[src/rtl/mpram_pkg.sv]
// mpram_pkg: shared definitions for the 4-port 16x8 RAM request front-end.
//   ADDR_W_DEF / DATA_W_DEF : default RAM address / data widths
//   NPORTS                  : number of RAM ports (a..d)
//   port_idx_t, PORT_A..D   : 2-bit port index type and named port indices
package mpram_pkg;

    localparam int unsigned ADDR_W_DEF = 4;
    localparam int unsigned DATA_W_DEF = 8;
    localparam int unsigned NPORTS     = 4;

    typedef logic [1:0] port_idx_t;

    localparam port_idx_t PORT_A = 2'd0;
    localparam port_idx_t PORT_B = 2'd1;
    localparam port_idx_t PORT_C = 2'd2;
    localparam port_idx_t PORT_D = 2'd3;

endpackage

[src/rtl/mpram_rr_arbiter.sv]
// mpram_rr_arbiter: same-cycle address-collision detection and rotating-priority
// grant for the four request channels (bit 0 = a ... bit 3 = d).
//   valid, we, addr : per-channel request fields
//   prio_ptr        : channel with highest priority this cycle
//   grant           : per-channel grant (combinational)
//   stall           : some valid request was not granted this cycle
module mpram_rr_arbiter
    import mpram_pkg::*;
#(
    parameter int unsigned ADDR_W = ADDR_W_DEF
) (
    input  logic [NPORTS-1:0]             valid,
    input  logic [NPORTS-1:0]             we,
    input  logic [NPORTS-1:0][ADDR_W-1:0] addr,
    input  port_idx_t                     prio_ptr,
    output logic [NPORTS-1:0]             grant,
    output logic                          stall
);

    logic [NPORTS-1:0] match [NPORTS];
    port_idx_t         rank  [NPORTS];
    logic [NPORTS-1:0] blocked;

    always_comb begin
        for (int k = 0; k < NPORTS; k++) begin
            // distance from the priority pointer, wrapping a->b->c->d->a
            rank[k] = port_idx_t'(port_idx_t'(k) - prio_ptr);
        end
        for (int i = 0; i < NPORTS; i++) begin
            match[i]   = '0;
            blocked[i] = 1'b0;
            for (int j = 0; j < NPORTS; j++) begin
                match[i][j] = valid[i] && valid[j] && (addr[j] == addr[i]);
            end
            for (int j = 0; j < NPORTS; j++) begin
                if (j != i && match[i][j] && rank[j] < rank[i]) begin
                    blocked[i] = 1'b1;
                end
            end
        end
        grant = '0;
        for (int i = 0; i < NPORTS; i++) begin
            // a group of pure reads never blocks; any write makes it exclusive
            grant[i] = valid[i] && !(blocked[i] && |(match[i] & we));
        end
        stall = |(valid & ~grant);
    end

endmodule

[src/rtl/mpram_port_arbiter.sv]
// mpram_port_arbiter: request front-end for the 4-port RAM. Channel x always
// drives RAM port x; colliding requests involving a write are serialised.
//   clk, rst                 : clock, synchronous active-high reset
//   req_*_x                  : valid/ready request channel per port
//   rsp_valid_x, rsp_rdata_x : read response, two cycles after accept
//   ram_*_x                  : registered RAM port drive / RAM read data
//   conflict_cnt             : saturating count of cycles with a stall
module mpram_port_arbiter
    import mpram_pkg::*;
#(
    parameter int unsigned ADDR_W = ADDR_W_DEF,
    parameter int unsigned DATA_W = DATA_W_DEF,
    parameter int unsigned CNT_W  = 16
) (
    input  logic              clk,
    input  logic              rst,
    input  logic              req_valid_a,
    input  logic              req_valid_b,
    input  logic              req_valid_c,
    input  logic              req_valid_d,
    output logic              req_ready_a,
    output logic              req_ready_b,
    output logic              req_ready_c,
    output logic              req_ready_d,
    input  logic              req_we_a,
    input  logic              req_we_b,
    input  logic              req_we_c,
    input  logic              req_we_d,
    input  logic [ADDR_W-1:0] req_addr_a,
    input  logic [ADDR_W-1:0] req_addr_b,
    input  logic [ADDR_W-1:0] req_addr_c,
    input  logic [ADDR_W-1:0] req_addr_d,
    input  logic [DATA_W-1:0] req_wdata_a,
    input  logic [DATA_W-1:0] req_wdata_b,
    input  logic [DATA_W-1:0] req_wdata_c,
    input  logic [DATA_W-1:0] req_wdata_d,
    output logic              rsp_valid_a,
    output logic              rsp_valid_b,
    output logic              rsp_valid_c,
    output logic              rsp_valid_d,
    output logic [DATA_W-1:0] rsp_rdata_a,
    output logic [DATA_W-1:0] rsp_rdata_b,
    output logic [DATA_W-1:0] rsp_rdata_c,
    output logic [DATA_W-1:0] rsp_rdata_d,
    output logic [ADDR_W-1:0] ram_addr_a,
    output logic [ADDR_W-1:0] ram_addr_b,
    output logic [ADDR_W-1:0] ram_addr_c,
    output logic [ADDR_W-1:0] ram_addr_d,
    output logic [DATA_W-1:0] ram_data_in_a,
    output logic [DATA_W-1:0] ram_data_in_b,
    output logic [DATA_W-1:0] ram_data_in_c,
    output logic [DATA_W-1:0] ram_data_in_d,
    output logic              ram_we_a,
    output logic              ram_we_b,
    output logic              ram_we_c,
    output logic              ram_we_d,
    input  logic [DATA_W-1:0] ram_data_out_a,
    input  logic [DATA_W-1:0] ram_data_out_b,
    input  logic [DATA_W-1:0] ram_data_out_c,
    input  logic [DATA_W-1:0] ram_data_out_d,
    output logic [CNT_W-1:0]  conflict_cnt
);

    logic [NPORTS-1:0]             valid, we, grant, ready, accept;
    logic [NPORTS-1:0][ADDR_W-1:0] addr;
    logic [NPORTS-1:0][DATA_W-1:0] wdata;
    logic                          stall;

    logic [NPORTS-1:0][ADDR_W-1:0] ram_addr_q;
    logic [NPORTS-1:0][DATA_W-1:0] ram_data_q;
    logic [NPORTS-1:0]             ram_we_q;
    logic [NPORTS-1:0]             rsp_s1_q, rsp_s2_q;
    port_idx_t                     prio_ptr_q;
    logic [CNT_W-1:0]              conflict_cnt_q;

    assign valid = {req_valid_d, req_valid_c, req_valid_b, req_valid_a};
    assign we    = {req_we_d, req_we_c, req_we_b, req_we_a};
    assign addr  = {req_addr_d, req_addr_c, req_addr_b, req_addr_a};
    assign wdata = {req_wdata_d, req_wdata_c, req_wdata_b, req_wdata_a};

    mpram_rr_arbiter #(
        .ADDR_W (ADDR_W)
    ) u_arb (
        .valid    (valid),
        .we       (we),
        .addr     (addr),
        .prio_ptr (prio_ptr_q),
        .grant    (grant),
        .stall    (stall)
    );

    assign ready  = grant & {NPORTS{~rst}};
    assign accept = valid & ready;

    always_ff @(posedge clk) begin
        if (rst) begin
            ram_addr_q     <= '0;
            ram_data_q     <= '0;
            ram_we_q       <= '0;
            rsp_s1_q       <= '0;
            rsp_s2_q       <= '0;
            prio_ptr_q     <= PORT_A;
            conflict_cnt_q <= '0;
        end else begin
            for (int k = 0; k < NPORTS; k++) begin
                if (accept[k]) begin
                    ram_addr_q[k] <= addr[k];
                    ram_data_q[k] <= wdata[k];
                end
            end
            ram_we_q <= accept & we;
            rsp_s1_q <= accept & ~we;
            rsp_s2_q <= rsp_s1_q;
            if (stall) begin
                prio_ptr_q <= port_idx_t'(prio_ptr_q + port_idx_t'(1));
                if (conflict_cnt_q != '1) begin
                    conflict_cnt_q <= conflict_cnt_q + CNT_W'(1);
                end
            end
        end
    end

    assign {req_ready_d, req_ready_c, req_ready_b, req_ready_a} = ready;
    assign {rsp_valid_d, rsp_valid_c, rsp_valid_b, rsp_valid_a} = rsp_s2_q;
    assign {ram_we_d, ram_we_c, ram_we_b, ram_we_a}             = ram_we_q;

    assign ram_addr_a    = ram_addr_q[0];
    assign ram_addr_b    = ram_addr_q[1];
    assign ram_addr_c    = ram_addr_q[2];
    assign ram_addr_d    = ram_addr_q[3];
    assign ram_data_in_a = ram_data_q[0];
    assign ram_data_in_b = ram_data_q[1];
    assign ram_data_in_c = ram_data_q[2];
    assign ram_data_in_d = ram_data_q[3];

    assign rsp_rdata_a = ram_data_out_a;
    assign rsp_rdata_b = ram_data_out_b;
    assign rsp_rdata_c = ram_data_out_c;
    assign rsp_rdata_d = ram_data_out_d;

    assign conflict_cnt = conflict_cnt_q;

endmodule

[config.mk]
export PLATFORM = sky130hd
export DESIGN_NAME = mpram_port_arbiter
export DESIGN_NICKNAME = d
export VERILOG_FILES = /design/src/rtl/mpram_pkg.sv /design/src/rtl/mpram_rr_arbiter.sv /design/src/rtl/mpram_port_arbiter.sv
export SDC_FILE = /design/constraint.sdc
export NUM_CORES = 1
export LEC_CHECK = 0
export CAP_MARGIN = 20
export CORE_ASPECT_RATIO = 1.25
export CORE_MARGIN = 8
export CORE_UTILIZATION = 43
export DETAILED_ROUTE_END_ITERATION = 8
export GPL_TIMING_DRIVEN = 0
export PLACE_DENSITY = 0.87
export SLEW_MARGIN = 10
export SYNTH_ARGS = -nofsm -noshare
export SYNTH_HDL_FRONTEND = slang
export SYNTH_HIERARCHICAL = 1
export SYNTH_SLANG_ARGS = --single-unit
export TNS_END_PERCENT = 30
[constraint.sdc]
create_clock -name clk -period 7.04 [get_ports clk]
set_input_delay 1.056 -clock clk [delete_from_list [all_inputs] [get_ports clk]]
set_output_delay 1.056 -clock clk [all_outputs]
set_load 0.02 [all_outputs]
==> results of run 1 <==
-- metal layers --
metal / wire length (um) / global-route usage (%)
met1: 4530 / 20.7
met4: 218 / 7.59
met3: 1110 / 7.94
met5: 0 / 0
met2: 6450 / 38.1
-- area by class of cell --
| cell class | count | area share, % |
|---|---|---|
| repair buffers | 165 | 28.9 |
| multi-input cells | 304 | 31.1 |
| inverters | 12 | 0.787 |
| well taps | 100 | 2.19 |
| flip-flops and latches | 78 | 27.3 |
| clock buffers | 12 | 2.36 |
| clock inverters | 4 | 1.66 |
| plain buffers | 53 | 5.73 |
-- critical path, stage by stage --
cell	delay, ns
clkdlybuf4s50_1	0.61
xnor2_1	0.15
nand3_1	0.10
nor4_1	0.61
a222oi_1	0.20
a21oi_1	0.21
nor2b_1	0.06
nor2b_1	0.16
clkdlybuf4s50_1	0.57
-- through the flow --
| stage | instance area, um^2 | utilization (%) | hold slack, ns | power (W) | cells |
|---|---|---|---|---|---|
| after floorplan | 3710 | - | 0.414 | 0.000568 | 447 |
| after global placement | 5490 | 64.2 | 0.422 | 0.000675 | 712 |
| after detailed placement | 5490 | 64.2 | 0.430 | 0.000679 | 712 |
| after CTS | 5720 | 66.8 | 0.448 | 0.00107 | 728 |
| after global routing | 5720 | 66.8 | 0.463 | 0.00111 | 728 |
| final | 5720 | 66.8 | 0.442 | 0.00106 | 728 |
-- logic make-up (layout without fill, tap and decap cells) --
| family | count (synthesis) | count (layout) | synth area share (%) |
|---|---|---|---|
| DFF | 78 | 78 | 42.0 |
| and+or+nand+nor | 183 | 183 | 24.1 |
| muxes | 2 | 2 | 0.573 |
| buffers and inverters | 65 | 246 | 10.0 |
| AOI/OAI and AO/OA | 86 | 86 | 15.0 |
| xor gates and xnor gates | 28 | 28 | 6.60 |
| adders and majority gates | 5 | 5 | 1.68 |
-- where the power goes --
group	switching (W)	leakage, nW	internal (W)
registers	0.00000866	0.636	0.000458
clock network	0.000156	0.115	0.000236
logic	0.0000984	1.41	0.000105
-- worst paths after layout --
path / from / to
setup / recovery: req_addr_a[0] / req_ready_d
hold / removal: rsp_s1_q[0] / rsp_s2_q[0]
setup reg to reg: prio_ptr_q[1] / conflict_cnt[13]
hold reg to reg: rsp_s1_q[0] / rsp_s2_q[0]
-- synthesized netlist by cell type (2+ instances only) --
cell / n / area share (%)
nand2_1: 102 / 10
dfxtp_1: 78 / 42
o21ai_1: 36 / 4.9
buf_4: 32 / 6.5
clkbuf_1: 19 / 1.9
nor2_1: 16 / 1.6
nor2b_1: 16 / 2.7
xor2_1: 16 / 3.8
o21ai_0: 14 / 1.9
xnor2_1: 12 / 2.8
inv_1: 11 / 1.1
nand3_1: 9 / 1.2
nor3_1: 8 / 1.1
a21oi_1: 7 / 0.94
a22oi_1: 6 / 1.2
and2_1: 6 / 1.0
ha_1: 5 / 1.7
nand4_1: 5 / 0.84
and3_1: 4 / 0.67
or4_1: 4 / 0.81
and4_1: 3 / 0.71
o311ai_1: 3 / 0.71
o31ai_1: 3 / 0.61
a221oi_1: 2 / 0.47
a222oi_1: 2 / 0.54
nor4_1: 2 / 0.34
o2111ai_1: 2 / 0.47
o211a_1: 2 / 0.54
o41ai_2: 2 / 0.88
-- registers in the layout, summed over array words and instances (netlist names) --
register,flops
conflict_cnt,16
ram_data_in_c,8
ram_addr_b,4
ram_data_in_b,8
ram_addr_c,4
rsp_s1_q,4
ram_data_in_d,8
prio_ptr_q,2
ram_we_q,4
ram_data_in_a,8
ram_addr_d,4
rsp_s2_q,4
ram_addr_a,4
==> results.tsv, run 1 <==
stage	metric	value	unit
status	status	finished clean	
sta	Least-Margin Pin Slew	0.770	ns
setup_path	CP Data Required Time	5.98	ns
global_routing	vias in the first global route	3997	
clock_tree	# Post-CTS Setup Buffers	0	
global_routing	first-pass GRT wire length	19.9	mm
floorplan	Initial Util	43.4	%
sta	Slew Viols, Final	0	
layout	area delta synth->final	54.0	%
synth	Seq/Total Area, Yosys	42.0	%
floorplan	I/O pin cnt	198	
clock_tree	number of buffers created by CTS	9	
sta	Slew headroom	48.2	%
setup_path	CP startpoint kind	input pin	
clock_tree	clk buf depth	2	
routing	drt wl/cell	16.9	um
routing	TritonRoute pass-1 iters	6	
sta	Max Clk Rate	209	MHz
setup_path	Arrival @ worst endpoint	3.72	ns
clock_tree	clk slew on worst S/H paths	0.07	ns
layout	share of cells above drive strength 1	9.55	%
setup_path	Crit Path Category	input pin to output pin	
sta	crit path time final	4.78	ns
global_routing	grt ovf	0	
sta	final worst slack	2.26	ns
clock_tree	H-tree lvl count	3	
clock_tree	post-cts resize count	0	
clock_tree	Worst-Skew Late Latency	0.34	ns
global_routing	pin count of the biggest net entering global routing	13	
layout	most common cell after layout, fill and taps aside	clkdlybuf4s50_1	
synth	Synth cell types	49	
clock_tree	clock sinks	78	
routing	routed wire length	12.3	mm
floorplan	full die area	0.0119	mm^2
layout	Nets	718	
setup_path	flop-to-flop setup slack	4.15	ns
layout	FILL cells	699	
synth	number of synthesized flops with an enable pin	0	
synth	Post-Syn Area per Cell	8.31	um^2
sta	RSZ-0062 raised after global routing	no	
layout	Antenna diodes	0	
synth	Async SR Flop Fraction	0	%
sta	TNS Setup	0	ns
global_routing	initial antenna violation count	0	
setup_path	CP max FO	4	
sta	post-route clock period utilization	67.9	%
floorplan	Die Wd	99.1	um
routing	DRC violations left	0	
routing	starting DRC count in detailed routing	172	
routing	vias	3825	
sta	final hold vios	0	
setup_path	Worst Reg-to-Reg Cells	11	
setup_path	critical path endpoint category	output pin	
synth	Mapped Area	0.00371	mm^2
flow_run	Max Cap Viol	0	
synth	post-synthesis cell count	447	
worst_hold_path	class of the worst hold path	flip-flop to flip-flop	
layout	multi-input logic area	0.00178	mm^2
floorplan	core area	0.00856	mm^2
power_and_ir_drop	leakage power	2.16	nW
synth	Synth Net Count	542	
global_routing	GR Util All Layers	20.8	%
synth	Synth Flop Type	dfxtp_1	
synth	synthesis-stage register bit count	78	
clock_tree	TritonCTS clock tree	yes	
place	Post-DP HPWL	9.78	mm
floorplan	cell row count	38	
sta	final setup violating endpoints	0	
routing	Via density	5.25	
power_and_ir_drop	PD cells	186	mW/mm^2
clock_tree	Post-CTS Hold Buffers	0	
place	gpl congestion	0.914	
place	pre-CTS setup slack	2.31	ns
clock_tree	root buf cell	clkbuf_8	
synth	Synthesis Warnings	6	
sta	clk_skew	0.00767	ns
layout	FF+latch area	0.00156	mm^2
layout	most frequent cells in the layout	clkdlybuf4s50_1, nand2_1, dfxtp_1	
worst_hold_path	Hold Path Depth	1	
routing	Final ANT Viol Nets	0	
floorplan	Die Span Y	120	um
power_and_ir_drop	worst vdd ir	0.127	mV
place	# port buffers	165	
(Power assumes the default switching activity.)
==> inputs of run 2 (changes only) <==
--- a/config.mk
+++ b/config.mk
@@ -8,10 +8,10 @@
 export CAP_MARGIN = 20
 export CORE_ASPECT_RATIO = 1.25
 export CORE_MARGIN = 8
-export CORE_UTILIZATION = 43
+export CORE_UTILIZATION = 40
 export DETAILED_ROUTE_END_ITERATION = 8
 export GPL_TIMING_DRIVEN = 0
-export PLACE_DENSITY = 0.87
+export PLACE_DENSITY = 0.82
 export SLEW_MARGIN = 10
 export SYNTH_ARGS = -nofsm -noshare
 export SYNTH_HDL_FRONTEND = slang
==> constraint.sdc (replaced) <==
create_clock -name clk -period 4.94 [get_ports clk]
set_input_delay 0.741 -clock clk [delete_from_list [all_inputs] [get_ports clk]]
set_output_delay 0.741 -clock clk [all_outputs]
set_load 0.02 [all_outputs]
==> results.tsv, run 2 (synthesis results as in run 1) <==
stage	metric	value	unit	change
place	gpl congestion	0.894		was 0.914
routing	Via density	5.06		was 5.25
layout	Nets	718		unchanged
routing	starting DRC count in detailed routing	247		was 172
floorplan	cell row count	39		was 38
sta	final worst slack	0.669	ns	was 2.26 ns
layout	most common cell after layout, fill and taps aside	clkdlybuf4s50_1		unchanged
setup_path	CP max FO	5		was 4
floorplan	Die Wd	102	um	was 99.1 um
clock_tree	# Post-CTS Setup Buffers	0		unchanged
global_routing	pin count of the biggest net entering global routing	13		unchanged
routing	drt wl/cell	16.7	um	was 16.9 um
sta	Max Clk Rate	234	MHz	
clock_tree	clock sinks	78		unchanged
power_and_ir_drop	register share of total power	38.4	%	was 44.0%
setup_path	CP startpoint kind	input pin		unchanged
layout	area delta synth->final	58.2	%	was 54.0%
sta	Least-Margin Pin Slew	0.696	ns	was 0.770 ns
place	Post-DP HPWL	9.79	mm	was 9.78 mm
sta	final setup violating endpoints	0		unchanged
sta	TNS Setup	0	ns	unchanged
clock_tree	root buf cell	clkbuf_16		was clkbuf_8
layout	share of cells above drive strength 1	9.89	%	was 9.55%
layout	multi-input logic area	0.00178	mm^2	unchanged
clock_tree	post-cts resize count	0		unchanged
sta	post-route clock period utilization	86.5	%	
routing	Final ANT Viol Nets	0		unchanged
routing	vias	3796		was 3825
sta	Slew Viols, Final	0		unchanged
clock_tree	clk buf depth	2		unchanged
setup_path	CP Data Required Time	4.20	ns	was 5.98 ns
floorplan	I/O pin cnt	198		unchanged
sta	crit path time final	4.27	ns	
place	# port buffers	165		unchanged
flow_run	Max Cap Viol	0		unchanged
layout	most frequent cells in the layout	clkdlybuf4s50_1, nand2_1, dfxtp_1		unchanged
setup_path	Crit Reg-Reg Startpoint	prio_ptr_q[1]		unchanged
floorplan	core area	0.00908	mm^2	was 0.00856 mm^2
global_routing	vias in the first global route	3932		was 3997
power_and_ir_drop	leakage power	2.22	nW	was 2.16 nW
power_and_ir_drop	Net Sw Power	0.000401	W	was 0.000263 W
power_and_ir_drop	share of total power in the clock network	45.0	%	was 36.9%
layout	Antenna diodes	0		unchanged
place	pre-CTS setup slack	0.808	ns	was 2.31 ns
routing	DRC violations left	0		unchanged
clock_tree	number of buffers created by CTS	9		unchanged
clock_tree	TritonCTS clock tree	yes		unchanged
worst_hold_path	class of the worst hold path	flip-flop to flip-flop		unchanged
global_routing	first-pass GRT wire length	19.7	mm	was 19.9 mm
power_and_ir_drop	PD cells	295	mW/mm^2	was 186 mW/mm^2
worst_hold_path	Hold Startpoint	ram_data_in_b[1]		was rsp_s1_q[0]
routing	routed wire length	12.5	mm	was 12.3 mm
layout	max reg flops	16		unchanged
floorplan	full die area	0.0126	mm^2	was 0.0119 mm^2
routing	TritonRoute pass-1 iters	5		was 6
layout	FF+latch area	0.00156	mm^2	unchanged
sta	clk_skew	0.00664	ns	was 0.00767 ns
global_routing	initial antenna violation count	0		unchanged
power_and_ir_drop	switch share	23.1	%	was 24.8%
setup_path	Arrival @ worst endpoint	3.53	ns	was 3.72 ns
clock_tree	H-tree lvl count	3		unchanged
status	status	finished clean		unchanged
setup_path	critical path endpoint category	output pin		unchanged
setup_path	Crit Path Category	input pin to output pin		unchanged
sta	Slew headroom	53.1	%	was 48.2%
global_routing	GR Util All Layers	19.8	%	was 20.8%
setup_path	crit path launch	req_addr_b[0]		was req_addr_a[0]
floorplan	Initial Util	40.9	%	was 43.4%
power_and_ir_drop	part of the power in combinational logic	16.6	%	was 19.1%
power_and_ir_drop	P_int	0.00133	W	was 0.000798 W
layout	FILL cells	792		was 699
clock_tree	Post-CTS Hold Buffers	0		unchanged
power_and_ir_drop	Overall Power	0.00174	W	was 0.00106 W
clock_tree	Worst-Skew Late Latency	0.33	ns	was 0.34 ns
power_and_ir_drop	worst vdd ir	0.228	mV	was 0.127 mV
floorplan	Die Span Y	124	um	was 120 um
clock_tree	clk slew on worst S/H paths	0.05	ns	was 0.07 ns
sta	final hold vios	0		unchanged
sta	RSZ-0062 raised after global routing	no		unchanged
global_routing	grt ovf	0		unchanged
-- run 2: stage by stage --
stage               utilization [%]  hold slack [ns]  instance area, um^2  instances
floorplan                         -            0.414                 3710        447
global placement               60.8            0.425                 5520        735
detailed placement             60.8            0.429                 5520        735
CTS                            64.7            0.447                 5880        750
global route                   64.7            0.460                 5880        750
finish                         64.7            0.446                 5880        750
-- run 2: final cells by class --
| class | instances | area share (%) |
|---|---|---|
| Buffer | 53 | 5.58 |
| Clock buffer | 12 | 4.54 |
| Clock inverter | 3 | 1.53 |
| Inverter | 12 | 0.767 |
| Multi-Input combinational cell | 304 | 30.3 |
| Sequential cell | 78 | 26.6 |
| Tap cell | 123 | 2.62 |
| Timing Repair Buffer | 165 | 28.1 |
-- run 2: worst paths after layout --
path	to	slack (ns)	cells after the start
worst max-delay path	req_ready_b	0.67	9
worst min-delay path	ram_data_in_b[1]	0.45	2
worst max register to register	conflict_cnt[13]	2.08	11
worst min register to register	ram_data_in_b[1]	0.45	2
-- run 2: power by group through the flow --
stage          sequential (W)  clock (W)  combinational (W)
4_1_cts              0.000666   0.000795           0.000291
6_report             0.000666   0.000782           0.000288
2_1_floorplan        0.000707          0           0.000103
5_1_grt              0.000669   0.000825           0.000308
3_5_place_dp         0.000680          0           0.000289
3_3_place_gp         0.000678          0           0.000285
-- run 2: critical path: stages --
cell	delay, ns
clkdlybuf4s50_1	0.61
xnor2_1	0.15
nand4_1	0.11
nor3_1	0.48
a32oi_1	0.13
a22oi_1	0.32
and2b_2	0.25
nor2b_1	0.14
clkdlybuf4s50_1	0.58
-- run 2: layer usage --
layer  track usage [%]  part of all wire [%]  up-vias
met5                 0                     0        -
met4              7.18                   1.6        0
met3              7.55                   9.7       16
met2              35.3                    52      175
met1              20.5                    37     1760
li1                  -                     -     1845
==> inputs of run 3 (changes only) <==
--- a/config.mk
+++ b/config.mk
@@ -17,4 +17,3 @@
 export SYNTH_HDL_FRONTEND = slang
 export SYNTH_HIERARCHICAL = 1
 export SYNTH_SLANG_ARGS = --single-unit
-export TNS_END_PERCENT = 30
==> results of run 3 <==
The final DEF is identical to that of run 2; final timing and power are the same.
